$ cat src/rtl/qfold_pkg.sv
// qfold_pkg: shared constants and stage tag for quadrant_fold_pipe (QFOLD_OCTANT_EN adds oct_swap)
package qfold_pkg;
  localparam int QF_WIDTH = 16;
  localparam logic [1:0] Q0 = 2'd0;
  localparam logic [1:0] Q1 = 2'd1;
  localparam logic [1:0] Q2 = 2'd2;
  localparam logic [1:0] Q3 = 2'd3;
  typedef struct packed {
    logic [1:0] quad;
    logic sat;
`ifdef QFOLD_OCTANT_EN
    logic oct_swap;
`endif
  } qfold_tag_t;
endpackage

$ cat src/rtl/quadrant_fold_pipe_if.sv
// quadrant_fold_pipe_if: handshake and data bundle of quadrant_fold_pipe (QFOLD_OCTANT_EN adds oct_swap)
interface quadrant_fold_pipe_if import qfold_pkg::*; #(
  parameter int WIDTH = QF_WIDTH,
  parameter int CNT_W = 16
);
  logic in_valid;
  logic in_ready;
  logic [WIDTH-1:0] x;
  logic [WIDTH-1:0] y;
  logic mode;
  logic [2:0] sel;
  logic out_valid;
  logic out_ready;
  logic [WIDTH-1:0] x1;
  logic [WIDTH-1:0] y1;
  logic [1:0] quad;
  logic sat;
  logic [CNT_W-1:0] sat_cnt;
  logic cnt_clr;
`ifdef QFOLD_OCTANT_EN
  logic oct_swap;
`endif
  modport master (
    output in_valid, x, y, mode, sel, out_ready, cnt_clr,
`ifdef QFOLD_OCTANT_EN
    input oct_swap,
`endif
    input in_ready, out_valid, x1, y1, quad, sat, sat_cnt
  );
  modport slave (
    input in_valid, x, y, mode, sel, out_ready, cnt_clr,
`ifdef QFOLD_OCTANT_EN
    output oct_swap,
`endif
    output in_ready, out_valid, x1, y1, quad, sat, sat_cnt
  );
endinterface

$ cat src/rtl/qfold_neg_sat.sv
// qfold_neg_sat: two's-complement negate that clamps -2^(WIDTH-1) to 2^(WIDTH-1)-1 and flags it
module qfold_neg_sat import qfold_pkg::*; #(
  parameter int WIDTH = QF_WIDTH
) (
  input  logic [WIDTH-1:0] v_i,
  output logic [WIDTH-1:0] n_o,
  output logic             sat_o
);
  assign sat_o = v_i == {1'b1, {(WIDTH-1){1'b0}}};
  assign n_o = sat_o ? {1'b0, {(WIDTH-1){1'b1}}} : ~v_i + 1'b1;
endmodule

$ cat src/rtl/quadrant_fold_pipe.sv
// quadrant_fold_pipe: elastic pipelined quadrant fold with sat counter (QFOLD_OCTANT_EN enables octant swap)
module quadrant_fold_pipe import qfold_pkg::*; #(
  parameter int WIDTH  = QF_WIDTH,
  parameter int STAGES = 2,
  parameter int CNT_W  = 16
) (
  input logic clk,
  input logic rst,
  quadrant_fold_pipe_if.slave bus
);
  typedef struct packed {
    logic [WIDTH-1:0] x1;
    logic [WIDTH-1:0] y1;
    qfold_tag_t tag;
  } pld_t;
  logic xs, ys, swp, na, nb, sa, sb;
  logic [WIDTH-1:0] a, b, an, bn, fx, fy;
  pld_t f;
  pld_t [STAGES-1:0] p_q, p_d;
  logic [STAGES-1:0] v_q, v_d, ld;
  logic [CNT_W-1:0] cnt_q, cnt_d;
  assign xs = bus.x[WIDTH-1];
  assign ys = bus.y[WIDTH-1];
  assign swp = bus.mode ? bus.sel[0] : xs ^ ys;
  assign na = bus.mode ? bus.sel[1] : ys;
  assign nb = bus.mode ? bus.sel[2] : xs;
  assign a = swp ? bus.y : bus.x;
  assign b = swp ? bus.x : bus.y;
  qfold_neg_sat #(.WIDTH(WIDTH)) u_neg_a (.v_i(a), .n_o(an), .sat_o(sa));
  qfold_neg_sat #(.WIDTH(WIDTH)) u_neg_b (.v_i(b), .n_o(bn), .sat_o(sb));
  assign fx = na ? an : a;
  assign fy = nb ? bn : b;
  // Assemble the stage-1 payload from the shared swap/negate datapath
  always_comb begin
    f = '0;
`ifdef QFOLD_OCTANT_EN
    f.tag.oct_swap = !bus.mode && (fy > fx);
    f.x1 = f.tag.oct_swap ? fy : fx;
    f.y1 = f.tag.oct_swap ? fx : fy;
`else
    f.x1 = fx;
    f.y1 = fy;
`endif
    f.tag.quad = bus.mode ? Q0 : ys ? (xs ? Q2 : Q3) : (xs ? Q1 : Q0);
    f.tag.sat = (na & sa) | (nb & sb);
  end
  genvar i;
  for (i = 0; i < STAGES; i++) begin : g_ld
    assign ld[i] = bus.out_ready || !(&v_q[STAGES-1:i]);
  end
  // Each loading stage takes its upstream neighbour, stage 0 takes the fold result
  always_comb begin
    v_d = v_q;
    p_d = p_q;
    for (int k = 0; k < STAGES; k++) begin
      if (ld[k]) begin
        v_d[k] = k == 0 ? bus.in_valid : v_q[k == 0 ? 0 : k - 1];
        p_d[k] = k == 0 ? f : p_q[k == 0 ? 0 : k - 1];
      end
    end
  end
  // Stage valid and payload registers
  always_ff @(posedge clk) begin
    if (rst) begin
      v_q <= '0;
      p_q <= '0;
    end else begin
      v_q <= v_d;
      p_q <= p_d;
    end
  end
  assign cnt_d = bus.cnt_clr ? '0 :
                 (v_q[STAGES-1] && bus.out_ready && p_q[STAGES-1].tag.sat && !(&cnt_q)) ? cnt_q + 1'b1 : cnt_q;
  // Saturating count of emitted saturated samples
  always_ff @(posedge clk) begin
    if (rst) cnt_q <= '0;
    else cnt_q <= cnt_d;
  end
  assign bus.in_ready = ld[0];
  assign bus.out_valid = v_q[STAGES-1];
  assign bus.x1 = p_q[STAGES-1].x1;
  assign bus.y1 = p_q[STAGES-1].y1;
  assign bus.quad = p_q[STAGES-1].tag.quad;
  assign bus.sat = p_q[STAGES-1].tag.sat;
  assign bus.sat_cnt = cnt_q;
`ifdef QFOLD_OCTANT_EN
  assign bus.oct_swap = p_q[STAGES-1].tag.oct_swap;
`endif
endmodule

$ cat src/flat_wrapper.sv
// flat-port wrapper written by rule: the top's interface ports become plain ports
module quadrant_fold_pipe_flat import qfold_pkg::*;
#(
  parameter int WIDTH  = QF_WIDTH,
  parameter int STAGES = 2,
  parameter int CNT_W  = 16
)
  (clk, rst, bus_in_valid, bus_x, bus_y, bus_mode, bus_sel, bus_out_ready, bus_cnt_clr, bus_in_ready, bus_out_valid, bus_x1, bus_y1, bus_quad, bus_sat, bus_sat_cnt);
  quadrant_fold_pipe_if #(.WIDTH(WIDTH), .CNT_W(CNT_W)) bus_i ();
  input logic clk;
  input logic rst;
  input wire logic [$bits(bus_i.in_valid)-1:0] bus_in_valid;
  input wire logic [$bits(bus_i.x)-1:0] bus_x;
  input wire logic [$bits(bus_i.y)-1:0] bus_y;
  input wire logic [$bits(bus_i.mode)-1:0] bus_mode;
  input wire logic [$bits(bus_i.sel)-1:0] bus_sel;
  input wire logic [$bits(bus_i.out_ready)-1:0] bus_out_ready;
  input wire logic [$bits(bus_i.cnt_clr)-1:0] bus_cnt_clr;
  output wire logic [$bits(bus_i.in_ready)-1:0] bus_in_ready;
  output wire logic [$bits(bus_i.out_valid)-1:0] bus_out_valid;
  output wire logic [$bits(bus_i.x1)-1:0] bus_x1;
  output wire logic [$bits(bus_i.y1)-1:0] bus_y1;
  output wire logic [$bits(bus_i.quad)-1:0] bus_quad;
  output wire logic [$bits(bus_i.sat)-1:0] bus_sat;
  output wire logic [$bits(bus_i.sat_cnt)-1:0] bus_sat_cnt;
  assign bus_i.in_valid = bus_in_valid;
  assign bus_i.x = bus_x;
  assign bus_i.y = bus_y;
  assign bus_i.mode = bus_mode;
  assign bus_i.sel = bus_sel;
  assign bus_i.out_ready = bus_out_ready;
  assign bus_i.cnt_clr = bus_cnt_clr;
  assign bus_in_ready = bus_i.in_ready;
  assign bus_out_valid = bus_i.out_valid;
  assign bus_x1 = bus_i.x1;
  assign bus_y1 = bus_i.y1;
  assign bus_quad = bus_i.quad;
  assign bus_sat = bus_i.sat;
  assign bus_sat_cnt = bus_i.sat_cnt;
  quadrant_fold_pipe #(.WIDTH(WIDTH), .STAGES(STAGES), .CNT_W(CNT_W)) u_core (.clk(clk), .rst(rst), .bus(bus_i));
endmodule
$ cat config.mk
export PLATFORM = sky130hd
export DESIGN_NAME = quadrant_fold_pipe_flat
export DESIGN_NICKNAME = d
export VERILOG_FILES = /design/src/rtl/qfold_pkg.sv /design/src/rtl/quadrant_fold_pipe_if.sv /design/src/rtl/qfold_neg_sat.sv /design/src/rtl/quadrant_fold_pipe.sv /design/src/flat_wrapper.sv
export SDC_FILE = /design/constraint.sdc
export NUM_CORES = 1
export LEC_CHECK = 0
export CAP_MARGIN = 25
export CORE_AREA = 5 5 111 113
export CTS_CLUSTER_DIAMETER = 150
export DETAILED_ROUTE_END_ITERATION = 10
export DIE_AREA = 0 0 116 118
export PLACE_DENSITY = 0.8
export SKIP_LAST_GASP = 1
export SLEW_MARGIN = 40
export SYNTH_ARGS = -nofsm -noshare
export SYNTH_HDL_FRONTEND = slang
export SYNTH_HIERARCHICAL = 1
export SYNTH_SLANG_ARGS = --single-unit
$ cat constraint.sdc
create_clock -name clk -period 4.4 [get_ports clk]
set_input_delay 1.32 -clock clk [delete_from_list [all_inputs] [get_ports clk]]
set_output_delay 1.32 -clock clk [all_outputs]
set_load 0.01 [all_outputs]
==> impl_metrics.toml <==
[global_routing]
grt_max_degree = 37
grt_pass1_vias = 4536
overflow = 0
antenna_found_initial = 0
track_usage_pct = 20.0
grt_first_pass_wirelength_mm = 22.4

[yosys]
syn_nets = 631
synth_compound_area_share_pct = 19.4
yosys-mux-area-fraction_pct = 9.77
syn-instance-count = 587
yosys.area_share.simple_pct = 22.6
synth-main-ff-cell = "dfxtp_1"
syn_area_per_cell_um2 = 8.50
synth-seq-cells = 88
async_flop_share_pct = 0
netlist_area_um2 = 4990
synth_top_family_by_area = "simple AND/OR/NAND/NOR gates"
synth_edf_count = 0
yosysSeqAreaShare_pct = 35.3
synth-adder-area-share_pct = 0.752
synthXorXnorAreaFrac_pct = 2.98
synth_cell_types = 55
yosysWarnings = 6

[power_and_ir_drop]
ir_drop_uv = 206
intPower_mw = 1.62
p_leak_nw = 2.43
combPwrFrac_pct = 18.9
p_seq_share_pct = 40.9
p_total_mw = 2.17
pwr-share-clk_pct = 40.2
switchingPower_mw = 0.548
pwr_density_cell_nw_per_um2 = 342
switching_share_pct = 25.3

[drt]
route.vias.total = 4646
drtPass1Iterations = 5
ant_nets = 0
wl_per_cell_um = 16.9
drt-total-wl_mm = 13.6
drc = 0
drtIter0Drc = 455
avgViaCountPerCell = 5.76

[timing]
relSlewSlack_pct = 49.2
hold_violations = 0
timing.fmax_mhz = 244
period_minus_slack_ns = 4.10
skew_ns = 0.00853
rsz0062_at_grt = "no"
setup_violations = 0
setup_ws_ns = 0.301
post-route-period-util_pct = 93.2
slew_violations = 0
worst_slew_pin_slew_ns = 0.757

[final_layout]
area_growth_pct = 26.9
final_cells = 807
final_nets = 703
final_area_um2 = 6340
postLayoutCoreUtil_pct = 56.5
num_antenna_cells = 0
drive_above_1_share_pct = 19.7

[critical_path]
cp-end-kind = "flip-flop"
start_kind = "input port"
r2r_slack_ns = 2.36
critical_path_class = "in -> reg"
critical_path_arrival_ns = 4.31
required_ns = 4.61
crit_path_max_fanout = 24

[job]
drv_cap = 0

[die]
design.core.area_um2 = 11200
io_pins = 94
dieHeight_um = 118
floorplan.initialDensity_pct = 44.5
die_x_um = 116
dieArea_um2 = 13700
row_count = 39

[place]
gp_congestion = 0.904
dpl-instance-area_um2 = 6000
dp.cells = 791
dp_hpwl_mm = 10.0
port_buffers = 93
dp_slack_ns = -0.0371

[cts]
cts_setup_buffers = 0
clk_latency_ns = 0.34
clkTransAtPathRegs_ns = 0.06
cts_tree = "done"
clk_path_buf_depth = 2
cts_buffers = 9
cts_max_level = 3
cts-root-buf = "clkbuf_16"
ctsResizeCount = 0
cts.sinks = 88
hold_buffers = 0

[min_path]
hp-class = "reg -> reg"

[outcome]
outcome = "complete, no violations"
sequential cells by signal, indices dropped and copies added (netlist names):
register            count
u_core/p_q             35
u_core/bus.sat_cnt     16
u_core/bus.x1          16
u_core/bus.y1          16
u_core/bus.quad         2
u_core/v_q              2
u_core/bus.sat          1
per-layer routing:
layer	global-route usage [%]	routed length, um	vias up
met5	0	0	-
met4	5.73	146	0
met3	4.47	866	16
met2	32.8	6510	158
met1	26.2	6110	2245
li1	-	-	2227
cells in the final DEF (no fill, tap or decap), types with 4 or more instances in the layout:
master,Yosys,layout
a21oi_1,54,54
a22o_1,30,30
a31o_2,27,27
and3_1,6,6
buf_4,34,36
clkbuf_16,0,9
clkdlybuf4s50_1,0,92
dfxtp_1,88,88
inv_1,11,11
mux2_1,5,5
mux2_2,27,27
mux2i_1,10,10
nand2_1,108,108
nand2b_1,4,4
nand3_1,12,12
nand3b_1,4,4
nand4_1,10,10
nor2_1,19,19
nor3_1,6,6
nor4_1,5,5
o21ai_0,5,5
o31ai_1,8,8
or3_1,6,6
or4_1,9,9
xnor2_1,8,8
xor2_1,9,9
power by group through the flow:
stage	clock network (mW)	registers [mW]	logic [mW]
floorplan	0	0.891	0.272
global placement	0	0.901	0.397
detailed placement	0	0.903	0.406
CTS	0.886	0.885	0.409
global route	0.924	0.891	0.446
finish	0.871	0.885	0.411
final timing paths:
kind	from	end	cells past startpoint
setup / recovery	bus_y[15]	u_core/p_q[18]	12
hold reg to reg	u_core/bus.x1[9]	u_core/bus.x1[9]	2
hold / removal	u_core/bus.x1[9]	u_core/bus.x1[9]	2
setup reg to reg	u_core/bus.sat_cnt[0]	u_core/bus.sat_cnt[4]	5
synthesized netlist by cell type, drive strengths merged (9+ instances only):
master / n / area, um2
mux2: 32 / 360
nor2: 19 / 71.3
dfxtp: 88 / 1760
nor4: 10 / 111
inv: 14 / 52.6
clkbuf: 21 / 81.3
buf: 48 / 329
nor3: 10 / 70.1
xor2: 9 / 78.8
a22o: 30 / 263
a21oi: 54 / 270
or4: 9 / 67.6
nand4: 11 / 83.8
mux2i: 12 / 128
nand3: 13 / 70.1
a31o: 30 / 263
nand2: 108 / 405
through the flow:
stage | hold slack, ns | TNS, ns
floorplan | 0.432 | 0
global placement | 0.441 | 0
detailed placement | 0.442 | -0.0371
CTS | 0.451 | 0
global route | 0.475 | 0
finish | 0.450 | 0
kinds of logic after synthesis:
family / count (synthesis)
compound gates: 138
xor+xnor: 17
fa+ha+maj: 3
buf+inv: 83
flops: 88
mux: 44
simple gates: 214
area by class of cell:
| cell class | count | area, um2 |
|---|---|---|
| Clock buffer | 11 | 233 |
| Clock inverter | 5 | 105 |
| Fill cell | 1019 | 4890 |
| Inverter | 14 | 52.6 |
| Multi-Input combinational cell | 416 | 2790 |
| Sequential cell | 88 | 1760 |
| Tap cell | 143 | 179 |
| Timing Repair Buffer | 130 | 1220 |
critical path, stage by stage:
cell and delay, ns:
clkdlybuf4s50_1 0.43, xor2_1 0.20, o21ai_2 0.18, buf_12 0.20
mux2_2 0.38, nor4_2 0.43, nand4_1 0.19, or3_1 0.35
mux2i_1 0.13, or2_2 0.29, o211ai_1 0.10, a21oi_1 0.09
(Power assumes the default switching activity.)
